$ cat src/rtl/axis_merger_counted.sv
// Merges two AXI-Stream inputs into one registered output: FROM_PORT_ZERO beats
// from input 0, then FROM_PORT_ONE beats from input 1, with output_last on the period's final beat.
module axis_merger_counted #(
  parameter int DATA_WIDTH     = 16,
  parameter int FROM_PORT_ZERO = 17,
  parameter int FROM_PORT_ONE  = 5
) (
  input  logic                  clk,
  input  logic                  rst,
  input  logic                  input_0_valid,
  input  logic [DATA_WIDTH-1:0] input_0_data,
  output logic                  input_0_ready,
  input  logic                  input_1_valid,
  input  logic [DATA_WIDTH-1:0] input_1_data,
  output logic                  input_1_ready,
  output logic                  output_valid,
  output logic [DATA_WIDTH-1:0] output_data,
  input  logic                  output_ready,
  output logic                  output_last
);

  localparam int MAX_BEATS = (FROM_PORT_ZERO > FROM_PORT_ONE) ? FROM_PORT_ZERO : FROM_PORT_ONE;
  localparam int CNT_W     = (MAX_BEATS > 1) ? $clog2(MAX_BEATS) : 1;
  localparam logic [CNT_W-1:0] LAST_ZERO = CNT_W'(FROM_PORT_ZERO - 1);
  localparam logic [CNT_W-1:0] LAST_ONE  = CNT_W'(FROM_PORT_ONE - 1);
  localparam logic [CNT_W-1:0] CNT_ONE   = CNT_W'(1);

  if (FROM_PORT_ZERO < 1) begin : g_bad_zero
    $error("FROM_PORT_ZERO must be >= 1");
  end
  if (FROM_PORT_ONE < 1) begin : g_bad_one
    $error("FROM_PORT_ONE must be >= 1");
  end

  typedef enum logic {
    READ_ZERO = 1'b0,
    READ_ONE  = 1'b1
  } state_e;

  state_e                state_q, state_d;
  logic [CNT_W-1:0]      cnt_q, cnt_d;
  logic                  valid_q, valid_d;
  logic                  last_q, last_d;
  logic [DATA_WIDTH-1:0] data_q, data_d;

  logic                  can_load_s;
  logic                  sel_valid_s;
  logic                  xfer_s;
  logic [DATA_WIDTH-1:0] sel_data_s;

  // Readies are gated by rst so neither input can handshake while reset is held
  always_comb begin
    can_load_s    = !valid_q || output_ready;
    input_0_ready = rst && (state_q == READ_ZERO) && can_load_s;
    input_1_ready = rst && (state_q == READ_ONE) && can_load_s;
    case (state_q)
      READ_ZERO: begin
        sel_valid_s = input_0_valid;
        sel_data_s  = input_0_data;
      end
      READ_ONE: begin
        sel_valid_s = input_1_valid;
        sel_data_s  = input_1_data;
      end
      default: begin
        sel_valid_s = 1'b0;
        sel_data_s  = '0;
      end
    endcase
    xfer_s = sel_valid_s && rst && can_load_s;
  end

  // Next-state: load on transfer, drain when the consumer takes the beat, else hold
  always_comb begin
    state_d = state_q;
    cnt_d   = cnt_q;
    valid_d = valid_q;
    last_d  = last_q;
    data_d  = data_q;
    if (xfer_s) begin
      data_d  = sel_data_s;
      valid_d = 1'b1;
      last_d  = (state_q == READ_ONE) && (cnt_q == LAST_ONE);
      case (state_q)
        READ_ZERO: begin
          if (cnt_q == LAST_ZERO) begin
            cnt_d   = '0;
            state_d = READ_ONE;
          end else begin
            cnt_d = cnt_q + CNT_ONE;
          end
        end
        READ_ONE: begin
          if (cnt_q == LAST_ONE) begin
            cnt_d   = '0;
            state_d = READ_ZERO;
          end else begin
            cnt_d = cnt_q + CNT_ONE;
          end
        end
        default: begin
          cnt_d   = '0;
          state_d = READ_ZERO;
        end
      endcase
    end else if (output_ready) begin
      valid_d = 1'b0;
    end else begin
      valid_d = valid_q;
    end
  end

  // State, counter and output register
  always_ff @(posedge clk or negedge rst) begin
    if (!rst) begin
      state_q <= READ_ZERO;
      cnt_q   <= '0;
      valid_q <= 1'b0;
      last_q  <= 1'b0;
      data_q  <= '0;
    end else begin
      state_q <= state_d;
      cnt_q   <= cnt_d;
      valid_q <= valid_d;
      last_q  <= last_d;
      data_q  <= data_d;
    end
  end

  assign output_valid = valid_q;
  assign output_data  = data_q;
  assign output_last  = last_q;

  axis_merger_counted_chk #(
    .DATA_WIDTH(DATA_WIDTH)
  ) u_chk (
    .clk          (clk),
    .rst          (rst),
    .input_0_ready(input_0_ready),
    .input_1_ready(input_1_ready),
    .output_valid (output_valid),
    .output_ready (output_ready),
    .output_data  (output_data),
    .output_last  (output_last)
  );

endmodule

// Protocol checker: at most one input ready, and a stalled beat stays unchanged.
module axis_merger_counted_chk #(
  parameter int DATA_WIDTH = 16
) (
  input logic                  clk,
  input logic                  rst,
  input logic                  input_0_ready,
  input logic                  input_1_ready,
  input logic                  output_valid,
  input logic                  output_ready,
  input logic [DATA_WIDTH-1:0] output_data,
  input logic                  output_last
);

  logic                  hold_q;
  logic [DATA_WIDTH-1:0] data_q;
  logic                  last_q;

  // Remember whether the output was stalled at the previous edge
  always_ff @(posedge clk or negedge rst) begin
    if (!rst) begin
      hold_q <= 1'b0;
      data_q <= '0;
      last_q <= 1'b0;
    end else begin
      hold_q <= output_valid && !output_ready;
      data_q <= output_data;
      last_q <= output_last;
    end
  end

  // Edge-sampled protocol checks
  always @(posedge clk) begin
    if (rst) begin
      assert (!(input_0_ready && input_1_ready));
      if (hold_q) begin
        assert (output_valid && (output_data == data_q) && (output_last == last_q));
      end else begin
        assert (1'b1);
      end
    end else begin
      assert (!input_0_ready && !input_1_ready);
    end
  end

endmodule

$ cat config.mk
export PLATFORM = sky130hd
export DESIGN_NAME = axis_merger_counted
export DESIGN_NICKNAME = d
export VERILOG_FILES = /design/src/rtl/axis_merger_counted.sv
export SDC_FILE = /design/constraint.sdc
export NUM_CORES = 1
export LEC_CHECK = 0
export CORE_AREA = 2 2 58 60
export DETAILED_ROUTE_END_ITERATION = 8
export DIE_AREA = 0 0 60 62
export PLACE_DENSITY = 0.82
export REMOVE_ABC_BUFFERS = 1
export SYNTH_ARGS = -nofsm -noshare
export SYNTH_HDL_FRONTEND = slang
export SYNTH_SLANG_ARGS = --single-unit
$ cat constraint.sdc
create_clock -name clk -period 2.5 [get_ports clk]
set_input_delay 0.625 -clock clk [delete_from_list [all_inputs] [get_ports clk]]
set_output_delay 0.625 -clock clk [all_outputs]
set_load 0.01 [all_outputs]
---- Yosys cells after proc, flatten, opt, wreduce, memory -nomap -nowiden ----
Index checks and enable logic that the tools add are counted.
word-level totals
  flip-flop bits (word level) ............. 24
  latch bits .............................. 0
  RAM bits ................................ 0
  ROM bits ................................ 0
  bits of input ports ..................... 37
  output and inout bits ................... 20
  logic and storage cells ................. 29
  memories kept ........................... 0
cells by class
  $add $sub $neg .......................... 1
  multiply operators ...................... 0
  divide/modulo/power cells ............... 0
  order comparisons ....................... 0
  equality and inequality tests ........... 2
  shift operators ......................... 0
  mux-type cells .......................... 10
  bitwise logic cells ..................... 1
  reductions and logical operators ........ 10
operators with widths
  cell                 number
  $pmux 16 s2          1
  $mux 5               2
  $pmux 5 s2           1
  $logic_and 1x1->1    7
  $add 5x1->5 const B  1
  $eq 5x3->1 const B   1
  $eq 5x5->1 const B   1
  $mux 1               4
  $pmux 1 s2           2
  $reduce_bool 2->1    1
  $logic_not 1->1      1
  $logic_or 1x1->1     1
  $not 1->1            1

---- Depth between registers and ports, before layout ----
Gate-level depths: netlist of the first run.
  word-level depth ........................ 5
  depth in mapped cells ................... 6
  depth with buffers taken out ............ 5

---- Worst setup path after synthesis of the first run ----
Ideal clock, no wire load.
  path type ............................... input -> output
  from .................................... in output_ready
  to ...................................... out input_1_ready
  arrival time ............................ 1259 ps
  required time ........................... 1875 ps
  slack ................................... 616 ps
  stages on the path ...................... 3
  buffers on the path ..................... 1
  path through ............................ nand2b_1 clkbuf_1 and3_1
on the way
  longest elaborated chain between the ends .. 2
ends and longest elaborated chain
  item               line  source
  start, declared    18    input logic output_ready,
  $logic_or 1x1->1   53    can_load_s = !valid_q || output_ready;
  $logic_and 1x1->1  55    input_1_ready = rst && (state_q == READ_ONE) && can_load_s;
  end, declared      15    output logic input_1_ready,
No other way between the ends.

---- Final worst setup path of the first run ----
  from .................................... in output_ready
  to ...................................... out input_0_ready
on the way
  longest elaborated chain between the ends .. 2
ends and longest elaborated chain
  item               line  source
  $logic_or 1x1->1   53
  $logic_and 1x1->1  54    input_0_ready = rst && (state_q == READ_ZERO) && can_load_s;
  end, declared      12    output logic input_0_ready,
No other way between the ends.

==> results.py, run 1 <==
metrics = {
    "clock_network": {
        "clock-sinks": 24,
        "postCtsSetupBuffers": 0,
        "path_clk_slew_ns": 0.14,
        "cts_tree": "yes",
        "ctsLongestPathBuffers": 2,
        "root_buffer": "clkbuf_4",
        "h-tree-depth": 1,
        "numCtsBuffers": 3,
        "ctsHoldBuffers": 0,
        "cts_resized": 2,
        "insertion_delay_ns": 0.33,
    },
    "placement": {
        "io_buffers": 56,
        "dp_slack_ns": -0.122,
        "hpwl_um": 2520,
        "place.gp.congestion": 0.794,
        "place_area_sq_um": 1970,
        "dp_cells": 226,
    },
    "logic_synthesis": {
        "synth_seq_cells": 24,
        "yosysUniqueCellTypes": 37,
        "synth.area.top_cells": "dfrtp_1, mux2i_1, a31oi_1",
        "synth_compound_area_frac": 0.196,
        "synthMuxAreaShare": 0.163,
        "synth_flop_cell": "dfrtp_1",
        "yosysMostFrequentCell": "dfrtp_1",
        "synth_top_cell_area_share": 0.445,
        "postSynthAreaPerCell_sq_um": 10.6,
        "synth-xor-area-share": 0,
        "synthesis.area_sq_um": 1350,
        "ys_top_cells_by_count": "dfrtp_1, a21oi_1, a31oi_1, mux2i_1",
        "yosys.area.top_type": "dfrtp_1",
        "synthCells": 127,
        "synth_top_family_by_area": "compound AO/OA/AOI/OAI gates",
        "synthArstFlopShare": 1.00,
        "ys_warn_count": 0,
        "synth_edf_count": 0,
        "seq_area_frac_synth": 0.445,
        "synthAdderAreaFrac": 0.0185,
        "yosys.area_share.simple": 0.114,
    },
    "route": {
        "remaining_drc_errors": 0,
        "routed_wl_um": 3470,
        "via_per_inst": 5.54,
        "routed-via-count": 1274,
        "initialDrtViolationCount": 41,
        "drtPass1Iterations": 4,
        "wl_per_cell_um": 15.1,
        "ant_nets": 0,
    },
    "worst_setup_path": {
        "cp_max_fo": 2,
        "crit_type": "in2out",
        "critPathArrivalTime_ns": 1.71,
        "cp.required_ns": 1.88,
        "cp-end-kind": "primary output",
        "cp-start-kind": "input port",
    },
    "pwr": {
        "power.density_nw_per_um2": 905,
        "p_leak_nw": 0.789,
        "p_total_mw": 1.83,
        "vdd_ir_drop_max_v": 0.000469,
    },
    "sta": {
        "finClkSkew_ns": 0.00763,
        "whs_ns": 0.535,
        "tightest_slew_ns": 0.403,
        "final-hold-violation-count": 0,
        "timing.final.ws_setup_ns": 0.168,
        "slew_headroom": 0.732,
        "max_freq_mhz": 429,
        "rsz0062_at_grt": "false",
        "finalSetupViolations": 0,
        "period_needed_ns": 2.33,
        "maxSlewViolCount": 0,
        "period_share": 0.933,
    },
    "floorplan": {
        "fp.dieH_um": 62,
        "die_w_um": 60,
        "ios": 57,
        "dieArea_sq_um": 3720,
        "coreArea_sq_um": 3180,
        "std_cell_rows": 21,
        "floorplan.initialDensity": 0.425,
    },
    "layout": {
        "diodes": 0,
        "stdcell_count": 230,
        "num-fill-cells": 240,
        "stdcell_area_sq_um": 2020,
        "nets": 224,
        "post_route_cells_drive_above_1_share": 0.109,
        "area_growth_syn_to_layout_pct": 49.6,
    },
    "worst_hold_path": {
        "holdCritPathClass": "reg2reg",
    },
    "global_routing": {
        "met2_usage": 0.332,
        "grt-ovfl-total": 0,
        "grt_pass1_vias": 1266,
        "grt_max_degree": 39,
        "grt_antenna_before_repair": 0,
        "grt_pass1_wl_um": 5580,
        "grt_util_met1": 0.245,
        "met3_usage": 0.0518,
        "groute.usage.overall": 0.201,
        "top_usage_layer": "met2",
    },
    "run_status": {
        "outcome": "finished, final reports clean",
    },
    "job": {
        "drv_cap": 0,
    },
}
## per-layer routing
layer | wire length (um) | vias to the layer above
met5 | 0 | -
met4 | 69 | 0
met3 | 267 | 7
met2 | 1700 | 61
met1 | 1430 | 609
li1 | - | 597
## cell usage in the layout (no fill, tap or decap), types with 3 or more instances in the layout
master / count
nand3_1: 3
mux2i_1: 16
clkdlybuf4s50_1: 54
a21oi_1: 17
dfrtp_1: 24
inv_1: 4
clkbuf_4: 3
a31oi_1: 16
buf_4: 7
## metrics by stage
stage / setup TNS [ns] / utilization
after global placement: -0.160 / 0.619
after CTS: 0 / 0.635
final: 0 / 0.635
after detailed placement: -0.177 / 0.619
after global routing: 0 / 0.635
after floorplan: 0 / -
## kinds of logic (layout without fill, tap and decap cells)
group / count (synthesis) / in the layout
fa+ha+maj: 2 / 2
simple gates: 23 / 23
compound gates: 43 / 43
flops: 24 / 24
mux: 20 / 20
buf+inv: 15 / 72
## critical path, cell delays in order
cell             delay, ns
clkdlybuf4s50_1       0.47
and2b_1               0.20
nor3_1                0.13
dlygate4sd2_1         0.29
## flip-flops by register name (all words and copies together) (netlist names)
name / flops
output_data: 16
cnt_q: 5
output_last: 1
output_valid: 1
state_q: 1
## where the power goes
part / internal (mW) / switching [mW] / total (mW) / leakage, nW
Combinational: 0.480 / 0.374 / 0.855 / 0.489
Clock: 0.162 / 0.122 / 0.284 / 0.0279
Sequential: 0.550 / 0.138 / 0.689 / 0.272
## path summary, 6_finish.rpt
check                                        startpoint                         end  slack (ns)  cells past startpoint
worst max-delay path                       output_ready               input_0_ready        0.17                      4
worst min-delay path            output_last$_DFFE_PN0P_     output_last$_DFFE_PN0P_        0.53                      1
worst max register to register      state_q$_DFFE_PN0P_        cnt_q[1]$_DFFE_PN0P_        0.79                      5
worst min register to register  output_last$_DFFE_PN0P_     output_last$_DFFE_PN0P_        0.53                      1
max in group asynchronous                           rst  output_data[4]$_DFFE_PN0P_        1.44                      2
min in group asynchronous                           rst  output_data[2]$_DFFE_PN0P_        0.64                      2
## cell type report
cell class / instances / area, sq um / area share
Multi-Input combinational cell: 88 / 663 / 0.328
Timing Repair Buffer: 64 / 631 / 0.312
Sequential cell: 24 / 601 / 0.297
Tap cell: 46 / 57.6 / 0.0285
Clock inverter: 1 / 30.0 / 0.0149
Clock buffer: 3 / 22.5 / 0.0112
Inverter: 4 / 15.0 / 0.00743
Note: power is estimated with default switching activity, not from simulation.
==> inputs of run 2 (changes only) <==
CORE_AREA = 2 2 45 78   (was 2 2 58 60)
DIE_AREA = 0 0 47 80   (was 0 0 60 62)
PLACE_DENSITY = 0.81   (was 0.82)
SETUP_SLACK_MARGIN = 0.15   (was default)
==> results.py, run 2 (same netlist as run 1, synthesis figures left out) <==
metrics = {
    "run_status": {
        "outcome": "finished, final reports clean",
    },
    "global_routing": {
        "groute.usage.overall": 0.214,
        "grt_pass1_vias": 1358,
        "grt_pass1_wl_um": 5950,
        "grt_antenna_before_repair": 0,
        "grt-ovfl-total": 0,
        "grt_max_degree": 25,
    },
    "sta": {
        "period_share": 0.920,
        "whs_ns": 0.354,
        "final-hold-violation-count": 0,
        "timing.final.ws_setup_ns": 0.199,
        "finalSetupViolations": 0,
        "maxSlewViolCount": 0,
        "period_needed_ns": 2.30,
        "fin_setup_tns_ns": 0,
        "tightest_slew_ns": 0.416,
        "finClkSkew_ns": 0.00540,
        "rsz0062_at_grt": "false",
        "max_freq_mhz": 435,
        "slew_headroom": 0.722,
    },
    "clock_network": {
        "cts_tree": "yes",
        "cts_resized": 2,
        "insertion_delay_ns": 0.26,
        "clock-sinks": 24,
        "root_buffer": "clkbuf_8",
        "postCtsSetupBuffers": 0,
        "ctsHoldBuffers": 0,
        "numCtsBuffers": 3,
        "path_clk_slew_ns": 0.08,
        "ctsLongestPathBuffers": 2,
        "h-tree-depth": 1,
    },
    "layout": {
        "final_common_cell": "clkdlybuf4s50_1",
        "largest_reg_flops": 16,
        "final_cell_mix": "clkdlybuf4s50_1, dfrtp_1, a21oi_1",
        "post_route_cells_drive_above_1_share": 0.125,
        "diodes": 0,
        "final_util": 0.643,
        "nets": 225,
        "num-fill-cells": 265,
        "area_growth_syn_to_layout_pct": 48.1,
    },
    "placement": {
        "dp_slack_ns": -0.156,
        "io_buffers": 56,
        "place.gp.congestion": 0.755,
        "hpwl_um": 2670,
    },
    "worst_setup_path": {
        "rr_startpoint": "cnt_q[0]$_DFFE_PN0P_",
        "cp_max_fo": 2,
        "r2r_slack_ns": 0.74,
        "cp-end-kind": "primary output",
        "cp-start-kind": "input port",
        "crit_end": "input_1_ready",
        "cp.required_ns": 1.88,
        "critPathArrivalTime_ns": 1.68,
        "r2r_end": "state_q$_DFFE_PN0P_",
        "crit_start": "output_ready",
        "crit_type": "in2out",
        "worstRegToRegCells": 5,
    },
    "route": {
        "remaining_drc_errors": 0,
        "routed-via-count": 1244,
        "ant_nets": 0,
        "initialDrtViolationCount": 21,
        "routed_wl_um": 3610,
        "via_per_inst": 5.48,
        "wl_per_cell_um": 15.9,
        "drtPass1Iterations": 4,
    },
    "floorplan": {
        "die_w_um": 47,
        "ios": 57,
        "coreArea_sq_um": 3110,
        "floorplan.initialDensity": 0.434,
        "dieArea_sq_um": 3760,
        "std_cell_rows": 27,
        "fp.dieH_um": 80,
    },
    "worst_hold_path": {
        "holdCritPathClass": "in2async",
    },
    "pwr": {
        "p_clk_frac": 0.126,
        "vdd_ir_drop_max_v": 0.000419,
        "power.internal_mw": 1.14,
        "power.density_nw_per_um2": 879,
        "p_switching_mw": 0.620,
        "p_leak_nw": 0.785,
        "p_seq_frac": 0.387,
        "swShare": 0.353,
        "pwr-share-comb": 0.487,
        "p_total_mw": 1.76,
    },
    "job": {
        "drv_cap": 0,
    },
}
[run 2: worst min-delay path by stage]
stage                             endpoint  cells past startpoint                   startpoint  slack (ns)
6_report               state_q$_DFFE_PN0P_                      2                          rst        0.35
5_1_grt               cnt_q[2]$_DFFE_PN0P_                      2                          rst        0.38
4_1_cts                state_q$_DFFE_PN0P_                      2                          rst        0.36
3_5_place_dp   output_data[10]$_DFFE_PN0P_                      2  output_data[10]$_DFFE_PN0P_        0.52
3_3_place_gp       output_last$_DFFE_PN0P_                      1      output_last$_DFFE_PN0P_        0.50
2_1_floorplan         cnt_q[0]$_DFFE_PN0P_                      0                          rst        0.33
[run 2: per-layer routing]
metal | wire [um] | track usage
met5 | 0 | 0
met4 | 46 | 0.0750
met3 | 118 | 0.0158
met2 | 2070 | 0.389
met1 | 1370 | 0.245
[run 2: power groups by stage]
stage	Clock [mW]	Combinational, mW	Sequential, mW
floorplan	0	0.330	0.747
global placement	0	0.833	0.673
detailed placement	0	0.859	0.682
CTS	0.226	0.863	0.675
global route	0.241	0.937	0.701
finish	0.222	0.856	0.680
[run 2: metrics by stage]
step                      instances  area [sq um]
after floorplan                 116          1280
after global placement          224          1960
after detailed placement        224          1960
after CTS                       227          1990
after global routing            227          2000
final                           227          2000
[run 2: cell type report]
cell class                      instances  area [sq um]  share of cell area
Sequential cell                        24           601               0.300
Clock buffer                            3          41.3              0.0207
Multi-Input combinational cell         88           671               0.335
Timing Repair Buffer                   65           618               0.309
Tap cell                               43          53.8              0.0269
Inverter                                4          15.0             0.00751
[run 2: worst max-delay path, cell delays in order]
cell and delay [ns]:
clkdlybuf4s50_1 0.48, nand2b_4 0.13, and3_1 0.19, clkdlybuf4s15_1 0.25
